[src/rtl/bus_bridge_mc.sv]
// -----------------------------------------------------------------------------
// bus_bridge_mc
//
// Multi-cycle bridge from the CPU bus port to NUM_SLAVES memory-mapped slaves
// (DRAM, seven-segment display, LEDs, switches, buttons). Each access is decoded
// against programmable base/mask windows. A hit selects one slave and waits for
// that slave's ready. A miss, or a slave that stays silent for TIMEOUT cycles,
// completes with cpu_err=1 and ERR_DATA.
//
// Ports
//   cpu_clk, cpu_rst_n  clock (rising edge), asynchronous active-low reset
//   cpu_req             request, sampled only while idle (not queued while busy)
//   cpu_addr/wen/wdata  access address, direction (1=write), write data
//   cpu_rdata           read data; valid with cpu_ready, held until next completion
//   cpu_ready           one-cycle completion pulse
//   cpu_err             error qualifier, valid with cpu_ready, held afterwards
//   busy                high while an access is in flight (ACCESS or RESP)
//   slv_sel             one-hot slave select, active only during ACCESS
//   slv_addr/slv_wdata  latched address / write data
//   slv_wen             latched write enable, gated by ACCESS
//   slv_rdata           flattened per-slave read data, slave i at [32i+31:32i]
//   slv_ready           per-slave ready; only the selected bit is observed
// -----------------------------------------------------------------------------
module bus_bridge_mc #(
    parameter int                       NUM_SLAVES = 5,
    parameter logic [32*NUM_SLAVES-1:0] SLV_BASE   = {32'hFFFF_F078, 32'hFFFF_F070,
                                                      32'hFFFF_F060, 32'hFFFF_F000,
                                                      32'h0000_0000},
    parameter logic [32*NUM_SLAVES-1:0] SLV_MASK   = {32'hFFFF_FFFC, 32'hFFFF_FFFC,
                                                      32'hFFFF_FFFC, 32'hFFFF_FFE0,
                                                      32'hFFFF_0000},
    parameter int                       TIMEOUT    = 16,
    parameter logic [31:0]              ERR_DATA   = 32'hDEAD_BEEF
) (
    input  logic                       cpu_clk,
    input  logic                       cpu_rst_n,
    input  logic                       cpu_req,
    input  logic [31:0]                cpu_addr,
    input  logic                       cpu_wen,
    input  logic [31:0]                cpu_wdata,
    output logic [31:0]                cpu_rdata,
    output logic                       cpu_ready,
    output logic                       cpu_err,
    output logic                       busy,
    output logic [NUM_SLAVES-1:0]      slv_sel,
    output logic [31:0]                slv_addr,
    output logic                       slv_wen,
    output logic [31:0]                slv_wdata,
    input  logic [32*NUM_SLAVES-1:0]   slv_rdata,
    input  logic [NUM_SLAVES-1:0]      slv_ready
);

    localparam int CNT_W = (TIMEOUT > 1) ? $clog2(TIMEOUT) : 1;
    localparam int IDX_W = (NUM_SLAVES > 1) ? $clog2(NUM_SLAVES) : 1;
    localparam logic [CNT_W-1:0] CNT_LAST = CNT_W'(TIMEOUT - 1);

    typedef enum logic [1:0] {
        ST_IDLE   = 2'd0,
        ST_ACCESS = 2'd1,
        ST_RESP   = 2'd2
    } state_e;

    state_e            state_q, state_d;
    logic [31:0]       addr_q,  addr_d;
    logic              wen_q,   wen_d;
    logic [31:0]       wdata_q, wdata_d;
    logic [IDX_W-1:0]  idx_q,   idx_d;
    logic [CNT_W-1:0]  cnt_q,   cnt_d;
    logic              err_q,   err_d;
    logic [31:0]       rdata_q, rdata_d;

    logic              hit_any;
    logic [IDX_W-1:0]  hit_idx;
    logic              sel_ready;
    logic [31:0]       sel_rdata;

    // -------------------------------------------------------------------------
    // Address decode: first matching window in ascending index order wins, so
    // overlapping windows resolve to the lowest index.
    // -------------------------------------------------------------------------
    // NOTE: every signal assigned in a combinational block gets a default at the
    // top of the block, so no path leaves it unassigned and no latch is inferred.
    always_comb begin
        hit_any = 1'b0;
        hit_idx = '0;
        for (int i = 0; i < NUM_SLAVES; i++) begin
            if (!hit_any &&
                ((cpu_addr & SLV_MASK[32*i +: 32]) == SLV_BASE[32*i +: 32])) begin
                hit_any = 1'b1;
                hit_idx = IDX_W'(i);
            end
        end
    end

    // Only the latched slave's ready and read data reach the datapath; other
    // slaves' lines (including X on their read data) are never looked at.
    always_comb begin
        sel_ready = 1'b0;
        sel_rdata = '0;
        for (int i = 0; i < NUM_SLAVES; i++) begin
            if (idx_q == IDX_W'(i)) begin
                sel_ready = slv_ready[i];
                sel_rdata = slv_rdata[32*i +: 32];
            end
        end
    end

    // -------------------------------------------------------------------------
    // FSM: state register
    // -------------------------------------------------------------------------
    // NOTE: sequential state uses non-blocking assignments so every register
    // samples pre-edge values, independent of process evaluation order.
    always_ff @(posedge cpu_clk or negedge cpu_rst_n) begin
        if (!cpu_rst_n) begin
            state_q <= ST_IDLE;
        end else begin
            state_q <= state_d;
        end
    end

    // -------------------------------------------------------------------------
    // FSM: next-state logic
    // -------------------------------------------------------------------------
    always_comb begin
        state_d = state_q;
        case (state_q)
            ST_IDLE: begin
                if (cpu_req) begin
                    state_d = hit_any ? ST_ACCESS : ST_RESP;
                end
            end
            ST_ACCESS: begin
                // Ready is checked first, so ready on the last allowed cycle wins
                // over the timeout.
                if (sel_ready || (cnt_q == CNT_LAST)) begin
                    state_d = ST_RESP;
                end
            end
            ST_RESP:  state_d = ST_IDLE;
            default:  state_d = ST_IDLE;
        endcase
    end

    // -------------------------------------------------------------------------
    // FSM: outputs
    // -------------------------------------------------------------------------
    always_comb begin
        cpu_ready = (state_q == ST_RESP);
        busy      = (state_q != ST_IDLE);
        slv_wen   = (state_q == ST_ACCESS) && wen_q;
        slv_sel   = '0;
        for (int i = 0; i < NUM_SLAVES; i++) begin
            slv_sel[i] = (state_q == ST_ACCESS) && (idx_q == IDX_W'(i));
        end
    end

    assign slv_addr  = addr_q;
    assign slv_wdata = wdata_q;
    assign cpu_rdata = rdata_q;
    assign cpu_err   = err_q;

    // -------------------------------------------------------------------------
    // Datapath next-state: request latch, wait counter, response registers.
    // rdata/err only change on a completion, so they hold between accesses.
    // -------------------------------------------------------------------------
    always_comb begin
        addr_d  = addr_q;
        wen_d   = wen_q;
        wdata_d = wdata_q;
        idx_d   = idx_q;
        cnt_d   = cnt_q;
        err_d   = err_q;
        rdata_d = rdata_q;
        case (state_q)
            ST_IDLE: begin
                if (cpu_req) begin
                    addr_d  = cpu_addr;
                    wen_d   = cpu_wen;
                    wdata_d = cpu_wdata;
                    idx_d   = hit_idx;
                    cnt_d   = '0;
                    if (!hit_any) begin
                        err_d   = 1'b1;
                        rdata_d = ERR_DATA;
                    end
                end
            end
            ST_ACCESS: begin
                if (sel_ready) begin
                    err_d = 1'b0;
                    if (!wen_q) begin
                        rdata_d = sel_rdata;
                    end
                end else if (cnt_q == CNT_LAST) begin
                    err_d   = 1'b1;
                    rdata_d = ERR_DATA;
                end else begin
                    cnt_d = cnt_q + CNT_W'(1);
                end
            end
            default: ;
        endcase
    end

    // NOTE: these are plain registers, not a memory array, so all of them are
    // reset; the outputs they drive must read zero while reset is asserted.
    always_ff @(posedge cpu_clk or negedge cpu_rst_n) begin
        if (!cpu_rst_n) begin
            addr_q  <= '0;
            wen_q   <= 1'b0;
            wdata_q <= '0;
            idx_q   <= '0;
            cnt_q   <= '0;
            err_q   <= 1'b0;
            rdata_q <= '0;
        end else begin
            addr_q  <= addr_d;
            wen_q   <= wen_d;
            wdata_q <= wdata_d;
            idx_q   <= idx_d;
            cnt_q   <= cnt_d;
            err_q   <= err_d;
            rdata_q <= rdata_d;
        end
    end

endmodule

[config.mk]
export PLATFORM = sky130hd
export DESIGN_NAME = bus_bridge_mc
export DESIGN_NICKNAME = d
export VERILOG_FILES = /design/src/rtl/bus_bridge_mc.sv
export SDC_FILE = /design/constraint.sdc
export NUM_CORES = 1
export LEC_CHECK = 0
export ABC_AREA = 1
export CORE_MARGIN = 8
export CORE_UTILIZATION = 38
export CTS_CLUSTER_DIAMETER = 50
export DETAILED_ROUTE_END_ITERATION = 16
export PLACE_DENSITY = 0.81
export SYNTH_ARGS = -nofsm -noshare
export SYNTH_HDL_FRONTEND = slang
export SYNTH_SLANG_ARGS = --single-unit
[constraint.sdc]
create_clock -name cpu_clk -period 2.1 [get_ports cpu_clk]
set_input_delay 0.42 -clock cpu_clk [delete_from_list [all_inputs] [get_ports cpu_clk]]
set_output_delay 0.42 -clock cpu_clk [all_outputs]
set_load 0.005 [all_outputs]
### Yosys cells after proc, flatten, opt, wreduce, memory -nomap -nowiden

Cells that the tools add are included.

* register bits after elaboration: 107
* bits of input ports: 233
* logic and storage cells: 90

* add/sub/neg operators: 1
* eq/ne operators: 18
* mux-type cells: 38
* reduce and logical (&&, ||, !) cells: 25

Operators with widths (count)
* $mux 32: 10
* $eq 30x30->1 const B: 3
* $pmux 32 s2: 1
* $logic_not 32->1: 1
* $eq 27x27->1 const B: 1
* $mux 1: 15
* $mux 4: 3
* $logic_and 1x1->1: 10
* $mux 2: 5
* $ne 2x2->1 const B: 5
* $pmux 4 s2: 1
* $reduce_and 4->1: 2
* $eq 3x2->1 const B: 2
* $ne 3x3->1 const B: 2
* $reduce_and 5->1: 1
* $add 4x1->4 const B: 1
* $eq 4x4->1 const B: 1
* $logic_not 1->1: 4
* $pmux 2 s2: 1
* $reduce_and 2->1: 2
* $reduce_bool 2->1: 2
* $eq 3x1->1 const B: 1
* $eq 3x3->1 const B: 1
* $logic_not 3->1: 1
* other kinds (6): 6

### Logic depth before layout (Yosys ltp)

* depth after elaboration: 17
* depth in mapped cells: 15
* gate-level depth less buffers: 14

### Worst setup path before layout

Ideal clock, no wire load.

* path kind: register to register
* from: reg idx_q[2]
* to: reg rdata_q[20], in the netlist cpu_rdata[20]
* setup time: 0.117 ns
* arrival: 1.605 ns
* slack: 0.378 ns
* stages on the path, launching flop included: 16
* clock period less this slack: 1.722 ns
* cells stage by stage: dfrtp_1 > inv_2 > nand2_2 > nor2_4 > nand2_1 > nand2_1 > inv_2 > nand2_2 > nand2_1 > nand2_1 > nand2_2 > nor2_4 > nand3_2 > buf_4 > nand2_1 > nand2_1

* longest elaborated chain between the ends: 9
* elaborated cells on any way between the ends: 21
* those cells by class: eq/ne: 6; mux: 13; reduce/logical: 2

Ends and longest elaborated chain
* start, declared: line 67 `logic [IDX_W-1:0] idx_q, idx_d;`
* start signal, assigned: line 220 `idx_q <= idx_d;`
* $logic_not 3->1: line 101 `if (idx_q == IDX_W'(i)) begin`
* $mux 32 (5 in series): line 101
* $mux 32: line 191 `if (!wen_q) begin`
* $mux 32: line 189 `if (sel_ready) begin`
* $pmux 32 s2: line 174 `case (state_q)`
* end signal, assigned: line 223 `rdata_q <= rdata_d;`
* end, declared: line 70 `logic [31:0] rdata_q, rdata_d;`

Several ways; a longest one is shown, not always the timed one. The select of a mux whose other input is x is not followed.
A chain may end at the register's enable or synchronous reset.

### Worst setup path in the final report

* from: reg state_q[1]
* to: out slv_sel[2]

* longest elaborated chain between the ends: 2

Ends and longest elaborated chain
* start, declared: line 63 `state_e state_q, state_d;`
* start signal, assigned: line 117 `state_q <= state_d;`
* $eq 2x1->1: line 153 `slv_sel[i] = (state_q == ST_ACCESS) && (idx_q == IDX_W'(i));`
* $logic_and 1x1->1: line 153
* end, declared: line 45 `output logic [NUM_SLAVES-1:0] slv_sel,`

No other way between the ends.

==> results.py <==
metrics = {
    "routing": {
        "dr.pass1.iters": 4,
        "wl_per_cell_um": 17.9,
        "ant_nets": 0,
        "routed_wl_um": 24600,
        "vias": 6900,
        "drc_errors": 0,
        "routed_via_density": 5.01,
        "drt_iter0_drc": 327,
    },
    "hold_path": {
        "hold_path.class": "primary input to asynchronous set/reset pin",
    },
    "global_routing": {
        "grt_pass1_wl_um": 38200,
        "grt_remaining_overflow": 0,
        "met3_usage_pct": 8.16,
        "grt_antenna_before_repair": 0,
        "grt_use_met2_pct": 42.4,
        "grt_util_met1_pct": 28.7,
        "grt_busiest_layer": "met2",
        "grt_usage_pct": 24.9,
        "grt_max_degree": 62,
        "grt_pass1_vias": 6973,
    },
    "setup_path": {
        "cp-end-kind": "primary output",
        "rr_worst_depth": 15,
        "crit_path_max_fanout": 9,
        "crit_required_ns": 1.68,
        "r2r_slack_ns": 0.21,
        "worst_ep_arrival_time_ns": 1.60,
        "timing.rr.start": "idx_q[2]",
        "worstSetupPathType": "register to primary output",
        "startpoint_type": "register",
        "r2r-end": "cpu_rdata[16]",
    },
    "logic_synthesis": {
        "synth_nets": 1059,
        "synth_top_family_by_area": "simple AND/OR/NAND/NOR gates",
        "ys_types": 26,
        "synthCells": 825,
        "ys_warn_count": 0,
        "synth_area_um2": 5730,
        "synthXorXnorAreaFrac_pct": 0.305,
        "ys_ff_latch": 107,
        "syn_area_per_cell_um2": 6.95,
        "synth_compound_area_share_pct": 4.58,
        "synth_fa_ha_area_share_pct": 0.218,
        "seq_area_frac_synth_pct": 46.7,
        "yosys.area_share.simple_pct": 42.0,
        "yosys-mux-area-fraction_pct": 0,
    },
    "floorplan": {
        "pin_count": 338,
        "die_w_um": 139,
        "die_area_um2": 19300,
        "fp.dieH_um": 139,
        "core_area_um2": 15000,
        "start_util_pct": 38.3,
        "row_count": 45,
    },
    "pwr": {
        "leakage_uw": 0.00470,
        "ir_worst_vdd_mv": 0.633,
        "p_per_area_nw_per_um2": 934,
    },
    "timing": {
        "tns_ns": 0,
        "skew_ns": 0.00754,
        "fin_crit_sh_pct": 96.1,
        "setup_ws_ns": 0.0815,
        "rsz0062_at_grt": "yes",
        "timing.fmax_mhz": 495,
        "worst_slew_pin_slew_ns": 0.516,
        "period_needed_ns": 2.02,
        "setup_viol": 0,
        "slew_headroom_pct": 65.4,
        "finalHoldViolations": 0,
        "hold_slack_ns": 0.466,
        "drv_slew": 0,
    },
    "layout": {
        "layout_common_cells": "421 x nand2_1, 331 x clkdlybuf4s50_1, 104 x dfrtp_1",
        "n_antenna_cell": 0,
        "syn_to_final_growth_pct": 75.1,
        "final_area_um2": 10000,
        "final_nets": 1418,
        "drive_above_1_share_pct": 8.49,
        "final_cell_count_no_fill": 1377,
        "final_common_cell": "nand2_1",
        "n_fill_cell": 1244,
    },
    "clock_network": {
        "cts.sinks": 107,
        "cts_tree": "done",
        "clkLatencyLatePin_ns": 0.35,
        "ctsHtreeMaxLevel": 3,
        "numCtsBuffers": 9,
        "cts-root-buf": "clkbuf_16",
        "clkTransAtPathRegs_ns": 0.08,
        "cts_buffer_depth": 2,
    },
    "run_status": {
        "status": "complete, no violations",
    },
    "placed_design": {
        "placed_area_um2": 9640,
        "port_buffers": 337,
        "dpl_worst_slack_ns": -0.279,
        "place_hpwl_um": 19200,
        "dp_cells": 1353,
        "place.gp.congestion": 0.917,
    },
    "job": {
        "drv_cap": 0,
    },
}
routing by layer:
layer / part of all wire, % / routed length, µm
met2: 48 / 11900
met4: 2.6 / 644
met3: 10 / 2450
met1: 39 / 9620
met5: 0 / 0
cells in the mapped netlist (all sizes together):
| master | number | area, µm² |
|---|---|---|
| a21oi | 27 | 135 |
| buf | 14 | 75.1 |
| clkbuf | 29 | 109 |
| dfrtp | 107 | 2680 |
| ha | 1 | 12.5 |
| inv | 46 | 173 |
| nand2 | 429 | 1620 |
| nand3 | 9 | 62.6 |
| nand4 | 70 | 438 |
| nor2 | 55 | 221 |
| nor3 | 10 | 50.1 |
| nor4 | 1 | 6.26 |
| o21ai | 20 | 100 |
| o22ai | 2 | 12.5 |
| o31ai | 2 | 15.0 |
| or2 | 1 | 6.26 |
| xnor2 | 1 | 8.76 |
| xor2 | 1 | 8.76 |
registers in the layout, summed over array words and instances (netlist names):
signal and flops:
cpu_rdata 32, wen_q 1, cnt_q 4, slv_addr 32
idx_q 3, slv_wdata 32, cpu_err 1, state_q 2
worst max-delay path by stage:
stage                 start       endpoint  slack, ns  cells past startpoint
2_1_floorplan      idx_q[2]  cpu_rdata[20]       0.38                     15
3_3_place_gp   cpu_addr[27]   cpu_rdata[7]      -0.19                     13
3_5_place_dp   cpu_addr[18]   cpu_rdata[3]      -0.28                     12
4_1_cts            idx_q[1]     slv_sel[4]      -0.06                      4
5_1_grt            idx_q[1]  cpu_rdata[29]     -0.007                     15
6_report         state_q[1]     slv_sel[2]       0.08                      4
logic make-up after synthesis:
group / Yosys count
simple gates: 575
flops: 107
xor+xnor: 2
fa+ha+maj: 1
buf+inv: 89
compound gates: 51
report_power, final:
part | total (µW) | switching, µW | internal, µW | leakage (µW)
Sequential | 3450 | 517 | 2930 | 0.00130
Combinational | 4270 | 1830 | 2450 | 0.00326
Clock | 1660 | 808 | 848 | 0.000140
Total | 9380 | 3150 | 6230 | 0.00470
critical path, stage by stage, from the launching register on:
cell	delay [ns]
dfrtp_1	0.44
inv_2	0.10
nand2_4	0.09
nor2_1	0.12
clkdlybuf4s50_1	0.51
stage by stage:
stage	power, µW	util, %
global placement	7640	64.3
global route	10000	67.1
finish	9380	67.1
detailed placement	7740	64.3
CTS	9450	66.5
floorplan	4830	-
what timing repair did:
item                                   CTS  global route
gates cloned                             0             0
setup endpoints to repair                7            38
hold buffers                             1             0
pin swaps                                0             1
setup buffers                            3             4
endpoints found under the hold margin    6             0
resized for setup                        9            17
area by class of cell:
cell class / count / area, µm² / area share, %
Inverter: 46 / 175 / 1.74
Tap cell: 188 / 235 / 2.34
Clock inverter: 6 / 43.8 / 0.436
Clock buffer: 10 / 239 / 2.38
Timing Repair Buffer: 391 / 3910 / 38.9
Multi-Input combinational cell: 629 / 2760 / 27.5
Sequential cell: 107 / 2680 / 26.7
Power figures use the tool's default switching activity.
